### config.mk
export PLATFORM = sky130hd
export DESIGN_NAME = dsp_mac_sequencer
export DESIGN_NICKNAME = d
export VERILOG_FILES = /design/src/rtl/dsp_mac_sequencer.sv
export SDC_FILE = /design/constraint.sdc
export NUM_CORES = 1
export LEC_CHECK = 0
export CAP_MARGIN = 20
export CORE_MARGIN = 1
export CORE_UTILIZATION = 55
export CTS_CLUSTER_SIZE = 8
export DETAILED_ROUTE_END_ITERATION = 6
export PLACE_DENSITY = 0.75
export SYNTH_ARGS = -nofsm -noshare
export SYNTH_HDL_FRONTEND = slang
export SYNTH_SLANG_ARGS = --single-unit
### constraint.sdc
create_clock -name CLK -period 2.4 [get_ports CLK]
set_input_delay 0.48 -clock CLK [delete_from_list [all_inputs] [get_ports CLK]]
set_output_delay 0.48 -clock CLK [all_outputs]
set_load 0.1 [all_outputs]
### src/rtl/dsp_mac_sequencer.sv
// Sequences one DSP48A1-style slice through an N-term multiply-accumulate.
// Optional ABORT input is compiled in with `define MAC_ABORT_EN.
module dsp_mac_sequencer #(
  parameter int CNT_W    = 8,
  parameter int PIPE_LAT = 4
) (
  input  logic             CLK,
  input  logic             RST,
  input  logic             START,
  input  logic [CNT_W-1:0] LEN,
  input  logic             OP_VALID,
`ifdef MAC_ABORT_EN
  input  logic             ABORT,
`endif
  output logic             OP_READY,
  output logic             CE_PIPE,
  output logic [7:0]       OPMODE,
  output logic             BUSY,
  output logic             P_VALID
);

  // Handshake: an operand pair is consumed on a rising edge where OP_VALID
  // and OP_READY are both high; OP_VALID may drop at any time (stall).
  localparam int DW = $clog2(PIPE_LAT + 1);

  typedef enum logic [1:0] {S_IDLE, S_FEED, S_DRAIN} state_t;

  state_t              state_q, state_d;
  logic [CNT_W-1:0]    cnt_q, cnt_d;
  logic [CNT_W-1:0]    len_q, len_d;
  logic [DW-1:0]       drn_q, drn_d;
  logic [PIPE_LAT-1:0] tv_q, tv_d, tf_q, tf_d, tl_q, tl_d;
  logic                p_valid_q, p_valid_d;
  logic                push_v, push_f, push_l;
  logic                abort;

`ifdef MAC_ABORT_EN
  assign abort = ABORT;
`else
  assign abort = 1'b0;
`endif

  always_comb begin
    state_d   = state_q;
    cnt_d     = cnt_q;
    len_d     = len_q;
    drn_d     = drn_q;
    tv_d      = tv_q;
    tf_d      = tf_q;
    tl_d      = tl_q;
    p_valid_d = 1'b0;
    push_v    = 1'b0;
    push_f    = 1'b0;
    push_l    = 1'b0;
    OP_READY  = 1'b0;
    CE_PIPE   = 1'b0;

    case (state_q)
      S_IDLE: begin
        if (START && (LEN != '0)) begin
          state_d = S_FEED;
          len_d   = LEN;
          cnt_d   = '0;
        end
      end
      S_FEED: begin
        OP_READY = 1'b1;
        CE_PIPE  = OP_VALID;
        if (OP_VALID) begin
          push_v = 1'b1;
          push_f = (cnt_q == '0);
          push_l = (cnt_q == len_q - CNT_W'(1));
          cnt_d  = cnt_q + CNT_W'(1);
          if (push_l) begin
            state_d = S_DRAIN;
            drn_d   = '0;
          end
        end
      end
      S_DRAIN: begin
        CE_PIPE = 1'b1;
        drn_d   = drn_q + DW'(1);
        if (drn_q == DW'(PIPE_LAT - 1)) state_d = S_IDLE;
      end
      default: state_d = S_IDLE;
    endcase

    // Tokens move in lockstep with the slice registers; P_VALID follows the
    // edge that loads the last term into P.
    if (CE_PIPE) begin
      p_valid_d = tv_q[PIPE_LAT-1] & tl_q[PIPE_LAT-1];
      tv_d      = {tv_q[PIPE_LAT-2:0], push_v};
      tf_d      = {tf_q[PIPE_LAT-2:0], push_f};
      tl_d      = {tl_q[PIPE_LAT-2:0], push_l};
    end

    if (abort && (state_q != S_IDLE)) begin
      state_d   = S_IDLE;
      CE_PIPE   = 1'b0;
      cnt_d     = '0;
      drn_d     = '0;
      tv_d      = '0;
      tf_d      = '0;
      tl_d      = '0;
      p_valid_d = 1'b0;
    end
  end

  always_ff @(posedge CLK or posedge RST) begin
    if (RST) begin
      state_q   <= S_IDLE;
      cnt_q     <= '0;
      len_q     <= '0;
      drn_q     <= '0;
      tv_q      <= '0;
      tf_q      <= '0;
      tl_q      <= '0;
      p_valid_q <= 1'b0;
    end else begin
      state_q   <= state_d;
      cnt_q     <= cnt_d;
      len_q     <= len_d;
      drn_q     <= drn_d;
      tv_q      <= tv_d;
      tf_q      <= tf_d;
      tl_q      <= tl_d;
      p_valid_q <= p_valid_d;
    end
  end

  // A bubble holds P, so leftovers from an earlier command never leak in.
  always_comb begin
    if (!tv_q[PIPE_LAT-1])     OPMODE = 8'h08;
    else if (tf_q[PIPE_LAT-1]) OPMODE = 8'h01;
    else                       OPMODE = 8'h09;
  end

  assign BUSY    = (state_q != S_IDLE) | p_valid_q;
  assign P_VALID = p_valid_q;

endmodule

# Word level (Yosys, flattened, before mapping)
# Index checks and enable logic that the tools add are counted.
[totals] inputBits=12 regBits=34 out_inout_bits=12 elab_cells=54
[op_classes] reduce_logical=11 bitwise=2 n_addsub=3 n_eq_ne=8 muxes=22
[ops] operator="$mux W8" n=2
[ops] operator="$pmux W8 S2" n=1
[ops] operator="$add A8 B1 Y8 const B" n=1
[ops] operator="$eq A8 B8 Y1" n=1
[ops] operator="$logic_not A8 Y1" n=1
[ops] operator="$mux W1" n=8
[ops] operator="$mux W2" n=4
[ops] operator="$mux W4" n=2
[ops] operator="$ne A2 B2 Y1 const B" n=4
[ops] operator="$reduce_bool A8 Y1" n=1
[ops] operator="$sub A8 B1 Y8 const B" n=1
[ops] operator="$mux W3" n=2
[ops] operator="$pmux W2 S3" n=1
[ops] operator="$pmux W3 S2" n=1
[ops] operator="$reduce_and A3 Y1" n=2
[ops] operator="$reduce_bool A2 Y1" n=3
[ops] operator="$reduce_and A4 Y1" n=1
[ops] operator="$add A3 B1 Y3 const B" n=1
[ops] operator="$eq A3 B2 Y1 const B" n=1
[ops] operator="$eq A2 B1 Y1 const B" n=1
[ops] operator="$eq A2 B2 Y1 const B" n=1
[ops] operator="$logic_not A2 Y1" n=1
[ops] operator="$pmux W1 S2" n=1
[ops] operator="$reduce_and A2 Y1" n=1
[ops] operator="3 further kinds" n=3

# Logic depth before layout (Yosys ltp)
# Gate-level depths: netlist (run 1).
[depth] ltp_word=5 depth_mapped=10 depth_no_buf=8

# Worst setup path before layout (run 1)
# OpenSTA, ideal clock, no wires.
[synth_timing] path_kind="register -> output" startpoint="register state_q[1]" endpoint="output port CE_PIPE" t_arrival_ns=2.971 slack_ns=-1.051 required_time_ns=1.920 stages_incl_launch_ff=8 cell_sequence="dfrtp_1 inv_1 ha_1 buf_2 and2_1 o21ai_0 inv_1 clkbuf_1"
[synth_via] elab_chain_len=2
[synth_lines] element="start, declared" line="28" source="state_t state_q, state_d;"
[synth_lines] element="start signal, assigned" line="120" source="state_q <= state_d;"
[synth_lines] element="$eq A2 B2 Y1 or $eq A2 B1 Y1 (tied branches)" line="58" source="case (state_q)"
[synth_lines] element="$pmux W1 S2 *" line="58"
[synth_lines] element="end, declared" line="16" source="output logic CE_PIPE,"
# Mark *: on every way between the ends. The rest lies on a longest branch, timed or not.

# Final worst setup path (run 1)
# Same ends and word-level chain as after synthesis.

==> qor.csv, run 1 <==
stage,metric,value,unit
outcome,outcome,finished clean,
global_route,global routing met3 resource utilization,6.20,%
cells_and_area,fin cells,287,
yosys,Post-synth EDFFs,0,
worst_setup_path,"most used cell, CP",inv_1,
global_route,M2 GR Usage,42.8,%
clock_network,Post-CTS Setup Inserts,0,
clock_network,CTS tree,built,
routing,DRT iter0 DRCs,66,
yosys,Yosys warning count,0,
cells_and_area,n_diodes,0,
global_route,GRT busiest layer,met2,
sta,total negative slack,0,ns
placement,DP Wirelength,3020,um
cells_and_area,"commonest cells after routing, fill and taps aside","nand2_1, dfrtp_1, buf_4",
worst_setup_path,Crit Path Max Fanout,13,
pwr,Gate power share,54.1,%
routing,per-cell routed wire length,14.0,um
placement,DP Worst Slack,-0.0444,ns
yosys,prevailing post-synth register cell,dfrtp_1,
sta,RSZ-0062 raised after global routing,no,
worst_setup_path,Setup crit end kind,output port,
routing,total routed wirelength,4020,um
sta,Fin. Hold Viols,0,
job,Max-Cap Viols,0,
worst_setup_path,family with the most delay on the worst path,buffers and inverters,
pwr,Pwr Density,1220,mW/mm2
sta,final period utilization,93.2,%
floorplanning,die width,62.5,um
yosys,asr flop ratio synth,100,%
pwr,Clock power frac,10.6,%
pwr,Pint,0.00149,W
cells_and_area,"commonest non-fill, non-tap cell in the layout",nand2_1,
placement,GP Congestion,0.813,
floorplanning,Die ar.,0.00390,mm2
routing,routed via count,1580,
worst_setup_path,WP data arrival,1.76,ns
clock_network,cts repair resizes,0,
clock_network,H-tree level count,2,
yosys,Synth cell types,46,
routing,first drt pass iteration count,4,
global_route,number of global-route vias before repair,1636,
pwr,"Power, Total",0.00282,W
floorplanning,Initial Utilization,58.9,%
cells_and_area,share of cells above drive strength 1,16.2,%
sta,Final Skew,0.0109,ns
clock_network,CTS max path bufs,2,
worst_setup_path,cells along the critical path,"inv_1, ha_4, and2_1, o21ai_0, inv_1, buf_12",
worst_setup_path,Slowest Stage Delay on Critical Path,0.37,ns
sta,Final Max Slew Viols,0,
pwr,switching part of the total,47.1,%
global_route,GRT Resource Usage Total,23.4,%
clock_network,Skew-Pair Late Insertion Delay,0.34,ns
global_route,first-pass GRT wire length,7010,um
worst_setup_path,Worst Path Required,1.92,ns
yosys,syn_area_per_cell,9.23,um2
pwr,Sw Pwr,0.00133,W
global_route,remaining global-route overflow,0,
placement,PortBufs,17,
floorplanning,Die Y,62.5,um
clock_network,CTS Buf Count,5,
pwr,Leak Pwr,1.08,nW
routing,drt drc,0,
floorplanning,row count,21,
clock_network,"Reg clk slew, reported paths",0.10,ns
global_route,initial antenna violation count,0,
yosys,area of the mapped netlist,0.00201,mm2
floorplanning,# IOs,24,
routing,Avg Vias per Cell,5.51,
sta,post-route setup slack,0.162,ns
worst_setup_path,Startpoint Class,register,
sta,Period minus WS final,2.24,ns
routing,Post-DRT Antenna Nets,0,
sta,Final setup violation count,0,
global_route,met1 Use GR,24.6,%
yosys,sequential-to-total area share from yosys stat,42.3,%
worst_setup_path,CP max stage cell,dfrtp_1,
placement,DP Cell Count,280,
worst_setup_path,crit path kind,reg2out,
cells_and_area,Layout area overhead,14.8,%
clock_network,CTS Sinks,34,
pwr,Max rail drop VDD,597,uV
worst_hold_path,worst hold path class,reg2reg,
yosys,number of synthesized register bits,34,
worst_setup_path,worst path bufs/invs,3,
global_route,largest net degree at the start of global routing,35,
pwr,Flop pwr share,35.3,%
yosys,Mapped Cells,218,
floorplanning,Core ar.,0.00342,mm2
clock_network,# hold bufs at CTS,0,
cells_and_area,"Net count, final",261,
clock_network,root buffer cell,clkbuf_4,
sta,fmax,447,MHz
-- cell families (layout without fill, tap and decap cells) --
| group | after synthesis | after routing | share of synthesized area (%) |
|---|---|---|---|
| and+or+nand+nor | 87 | 87 | 20.5 |
| muxes | 10 | 10 | 5.47 |
| other | 1 | 6 | 0.186 |
| DFF | 34 | 34 | 42.3 |
| AOI/OAI and AO/OA | 36 | 36 | 13.9 |
| xor gates and xnor gates | 13 | 13 | 5.66 |
| adders and majority gates | 8 | 8 | 4.98 |
| buffers and inverters | 29 | 47 | 7.09 |
-- sequential cells by signal (all words and copies together), names as in the netlist --
register  flops
drn_q         3
tf_q          4
tv_q          4
len_q         8
state_q       2
P_VALID       1
cnt_q         8
tl_q          4
-- per-layer routing --
metal / vias to the layer above / routed length, um / share of wire (%)
li1: 773 / - / -
met1: 770 / 1580 / 39
met2: 28 / 2210 / 55
met3: 9 / 116 / 2.9
met4: 0 / 107 / 2.7
met5: - / 0 / 0
-- final cells by class --
cell class / instances / area (um2)
clock inverter: 2 / 10.0
timing repair buffer: 27 / 255
inverter: 13 / 48.8
clock buffer: 5 / 37.5
sequential: 34 / 851
multi-input combinational: 160 / 1050
tap: 46 / 57.6
fill: 309 / 1110
-- power groups by stage --
stage / combinational, W / sequential (W) / clock [W]
after floorplan: 0.00123 / 0.000939 / 0
after global placement: 0.00147 / 0.000988 / 0
after detailed placement: 0.00153 / 0.00100 / 0
after CTS: 0.00154 / 0.000994 / 0.000309
after global routing: 0.00167 / 0.00102 / 0.000337
final: 0.00153 / 0.000995 / 0.000299
-- metrics by stage --
step	cell area, um2	hold slack [ns]	utilization (%)
floorplan	2050	0.438	-
detailed placement	2260	0.458	66.2
global placement	2260	0.450	66.2
CTS	2310	0.482	67.6
finish	2310	0.477	67.6
global route	2310	0.508	67.6
-- path summary, 6_finish.rpt --
check                                       start                      to  slack [ns]  cells past startpoint
setup / recovery           state_q[1]$_DFFE_PP0P_                 CE_PIPE        0.16                      6
hold / removal                tv_q[2]$_DFFE_PP0P_     tv_q[3]$_DFFE_PP0P_        0.48                      2
setup reg to reg             len_q[2]$_DFFE_PP0P_  state_q[0]$_DFFE_PP0P_        0.25                      6
hold reg to reg               tv_q[2]$_DFFE_PP0P_     tv_q[3]$_DFFE_PP0P_        0.48                      2
max in group asynchronous                     RST     tl_q[1]$_DFFE_PP0P_        1.55                      3
min in group asynchronous                     RST    len_q[1]$_DFFE_PP0P_        0.52                      3
-- synthesized netlist by cell type (3+ instances only) --
master    instances  area, um2
a21oi_1           7       35.0
buf_4             8       60.1
clkbuf_1          5       18.8
dfrtp_1          34        851
ha_1              8        100
inv_1            13       48.8
mux2_2            8       90.1
nand2_1          43        161
nand2b_1          3       18.8
nand3_1          11       55.1
nor2_1           12       45.0
nor3_1            5       25.0
o211ai_2          3       37.5
o21ai_0           5       25.0
o21ai_1           4       20.0
xnor2_1           7       61.3
xor2_1            6       52.6
-- worst min-delay path: stages (launching register included) --
cell and delay [ns]:
dfrtp_1 0.35, nand2_1 0.05, nand2_1 0.05
Power figures use the tool's default switching activity.
==> inputs of run 2 (changes only) <==
Settings changed: SETUP_SLACK_MARGIN set to 0.1.
==> run 2 against run 1 <==
Non-clock buffer count did not move. Total power rose by 0.27%. Utilization increased by 0.073 points. Clock power barely moved. Wire length rose by 0.27%. Sequential cell count is the same. Register-to-register slack hardly changed. Cell count did not move. Critical path type unchanged. Highest routed layer unchanged.
==> qor.csv, run 2 (same netlist as run 1, synthesis figures left out) <==
stage,metric,value,unit,change
global_route,GRT Resource Usage Total,23.4,%,unchanged
clock_network,CTS Buf Count,5,,unchanged
floorplanning,row count,21,,unchanged
pwr,Leak Pwr,1.07,nW,-0.15%
global_route,remaining global-route overflow,0,,unchanged
clock_network,Skew-Pair Late Insertion Delay,0.34,ns,about the same
worst_setup_path,CP max stage cell,dfrtp_1,,
sta,Period minus WS final,2.18,ns,-0.0550 ns
floorplanning,Core ar.,0.00342,mm2,unchanged
clock_network,CTS tree,built,,
cells_and_area,"Net count, final",261,,unchanged
floorplanning,Initial Utilization,58.9,%,unchanged
routing,per-cell routed wire length,14.0,um,+0.27%
cells_and_area,fillers,310,,+0.32%
cells_and_area,fin cells,287,,unchanged
placement,GP Congestion,0.813,,unchanged
worst_setup_path,Startpoint Class,register,,
placement,DP Worst Slack,-0.0444,ns,unchanged
worst_setup_path,WP data arrival,1.70,ns,-0.06 ns
cells_and_area,share of cells above drive strength 1,16.6,%,+0.41 points
clock_network,CTS max path bufs,2,,unchanged
clock_network,"Reg clk slew, reported paths",0.10,ns,about the same
cells_and_area,Layout area overhead,14.9,%,
routing,Avg Vias per Cell,5.51,,+0.13%
sta,post-route setup slack,0.217,ns,+0.0550 ns
outcome,outcome,finished clean,,
floorplanning,Die Y,62.5,um,unchanged
global_route,initial antenna violation count,0,,unchanged
sta,Fin. Hold Viols,0,,unchanged
sta,Final Skew,0.0109,ns,-0.0000203 ns
global_route,first-pass GRT wire length,7010,um,unchanged
worst_setup_path,family with the most delay on the worst path,buffers and inverters,,
global_route,largest net degree at the start of global routing,35,,unchanged
placement,DP Cell Count,280,,unchanged
worst_setup_path,crit path kind,reg2out,,
floorplanning,die width,62.5,um,unchanged
clock_network,H-tree level count,2,,unchanged
clock_network,# hold bufs at CTS,0,,unchanged
worst_setup_path,Setup crit end kind,output port,,
worst_setup_path,cells along the critical path,"inv_1, ha_4, and2_1, o21ai_1, inv_1, buf_12",,
worst_setup_path,Slowest Stage Delay on Critical Path,0.40,ns,+0.03 ns
pwr,Max rail drop VDD,597,uV,about the same
cells_and_area,n_diodes,0,,unchanged
job,Max-Cap Viols,0,,unchanged
worst_hold_path,worst hold path class,reg2reg,,
worst_setup_path,"most used cell, CP",inv_1,,
floorplanning,Die ar.,0.00390,mm2,unchanged
sta,Final Max Slew Viols,0,,unchanged
cells_and_area,top flop regs,"cnt_q (8), len_q (8)",,
worst_setup_path,Worst Path Required,1.92,ns,about the same
routing,total routed wirelength,4030,um,+0.27%
pwr,Pwr Density,1220,mW/mm2,+0.16%
sta,fmax,458,MHz,+2.5%
global_route,number of global-route vias before repair,1636,,unchanged
sta,total negative slack,0,ns,unchanged
worst_setup_path,Crit Path Max Fanout,13,,unchanged
clock_network,CTS Sinks,34,,unchanged
routing,drt drc,0,,unchanged
cells_and_area,"commonest non-fill, non-tap cell in the layout",nand2_1,,
sta,final period utilization,90.9,%,-2.3 points
routing,Post-DRT Antenna Nets,0,,unchanged
routing,routed via count,1582,,+0.13%
sta,RSZ-0062 raised after global routing,no,,
placement,PortBufs,17,,unchanged
routing,DRT iter0 DRCs,67,,+1.5%
routing,first drt pass iteration count,4,,unchanged
placement,DP Wirelength,3020,um,unchanged
sta,Final setup violation count,0,,unchanged
cells_and_area,"commonest cells after routing, fill and taps aside","nand2_1, dfrtp_1, buf_4",,
floorplanning,# IOs,24,,unchanged
worst_setup_path,worst path bufs/invs,3,,unchanged
clock_network,root buffer cell,clkbuf_4,,
cells_and_area,area of the multi-input gates,0.00105,mm2,+0.24%
cells_and_area,Reg area,851,um2,unchanged
cells_and_area,final core utilization,67.7,%,+0.073 points
==> run 2: cell types whose count changed in the layout (fill, tap and decap cells not counted) <==
| cell | previous run | this run |
|---|---|---|
| ha_1 | 7 | 6 |
| o21ai_0 | 5 | 4 |
| o21ai_1 | 4 | 5 |
| ha_2 | 0 | 1 |
==> run 2: worst paths after layout <==
path	slack, ns	end	start	cells past startpoint
max in group asynchronous	1.55	tl_q[1]$_DFFE_PP0P_	RST	3
worst max-delay path	0.22	CE_PIPE	state_q[1]$_DFFE_PP0P_	6
min in group asynchronous	0.52	len_q[1]$_DFFE_PP0P_	RST	3
worst max register to register	0.26	state_q[0]$_DFFE_PP0P_	len_q[2]$_DFFE_PP0P_	6
worst min register to register	0.48	tv_q[3]$_DFFE_PP0P_	tv_q[2]$_DFFE_PP0P_	2
worst min-delay path	0.48	tv_q[3]$_DFFE_PP0P_	tv_q[2]$_DFFE_PP0P_	2
==> run 2: routing by layer <==
layer | track usage, % | part of all wire (%)
met5 | 0 | 0
met4 | 11.6 | 2.7
met3 | 6.20 | 2.8
met2 | 42.8 | 55
met1 | 24.6 | 40
==> run 2: power by group <==
part | internal [W] | leakage (nW) | switching (W) | total (W)
clock network | 0.000105 | 0.0308 | 0.000193 | 0.000299
registers | 0.000770 | 0.432 | 0.000225 | 0.000994
logic | 0.000621 | 0.611 | 0.000912 | 0.00153
total | 0.00150 | 1.07 | 0.00133 | 0.00283
==> run 2: area by class of cell <==
cell class | count | area share (%)
Sequential cell | 34 | 36.8
Clock inverter | 2 | 0.433
Tap cell | 46 | 2.49
Multi-Input combinational cell | 160 | 45.5
Inverter | 13 | 2.11
Timing Repair Buffer | 27 | 11.0
Clock buffer | 5 | 1.62
==> run 2: repair_timing <==
item                       4_1_cts  5_1_grt
hold endpoints to repair         0        0
setup buffers                    0        0
gates resized for setup          0        2
setup endpoints to repair        0        2
==> run 2: through the flow <==
| step | hold WS (ns) | area, um2 | power, W |
|---|---|---|---|
| CTS | 0.482 | 2310 | 0.00284 |
| global route | 0.508 | 2310 | 0.00304 |
| floorplan | 0.438 | 2050 | 0.00216 |
| detailed placement | 0.458 | 2260 | 0.00254 |
| finish | 0.477 | 2310 | 0.00283 |
| global placement | 0.450 | 2260 | 0.00245 |
==> run 2: worst min-delay path: cells and delay by family (launching register included) <==
kind / cells / cell delay [ns]
and+or+nand+nor: 2 / 0.10
DFF: 1 / 0.35
==> inputs of run 3 (changes only) <==
Settings changed: HOLD_SLACK_MARGIN set to 0.1.
==> results of run 3 <==
No change in the layout: final DEF, timing and power equal those of run 2.
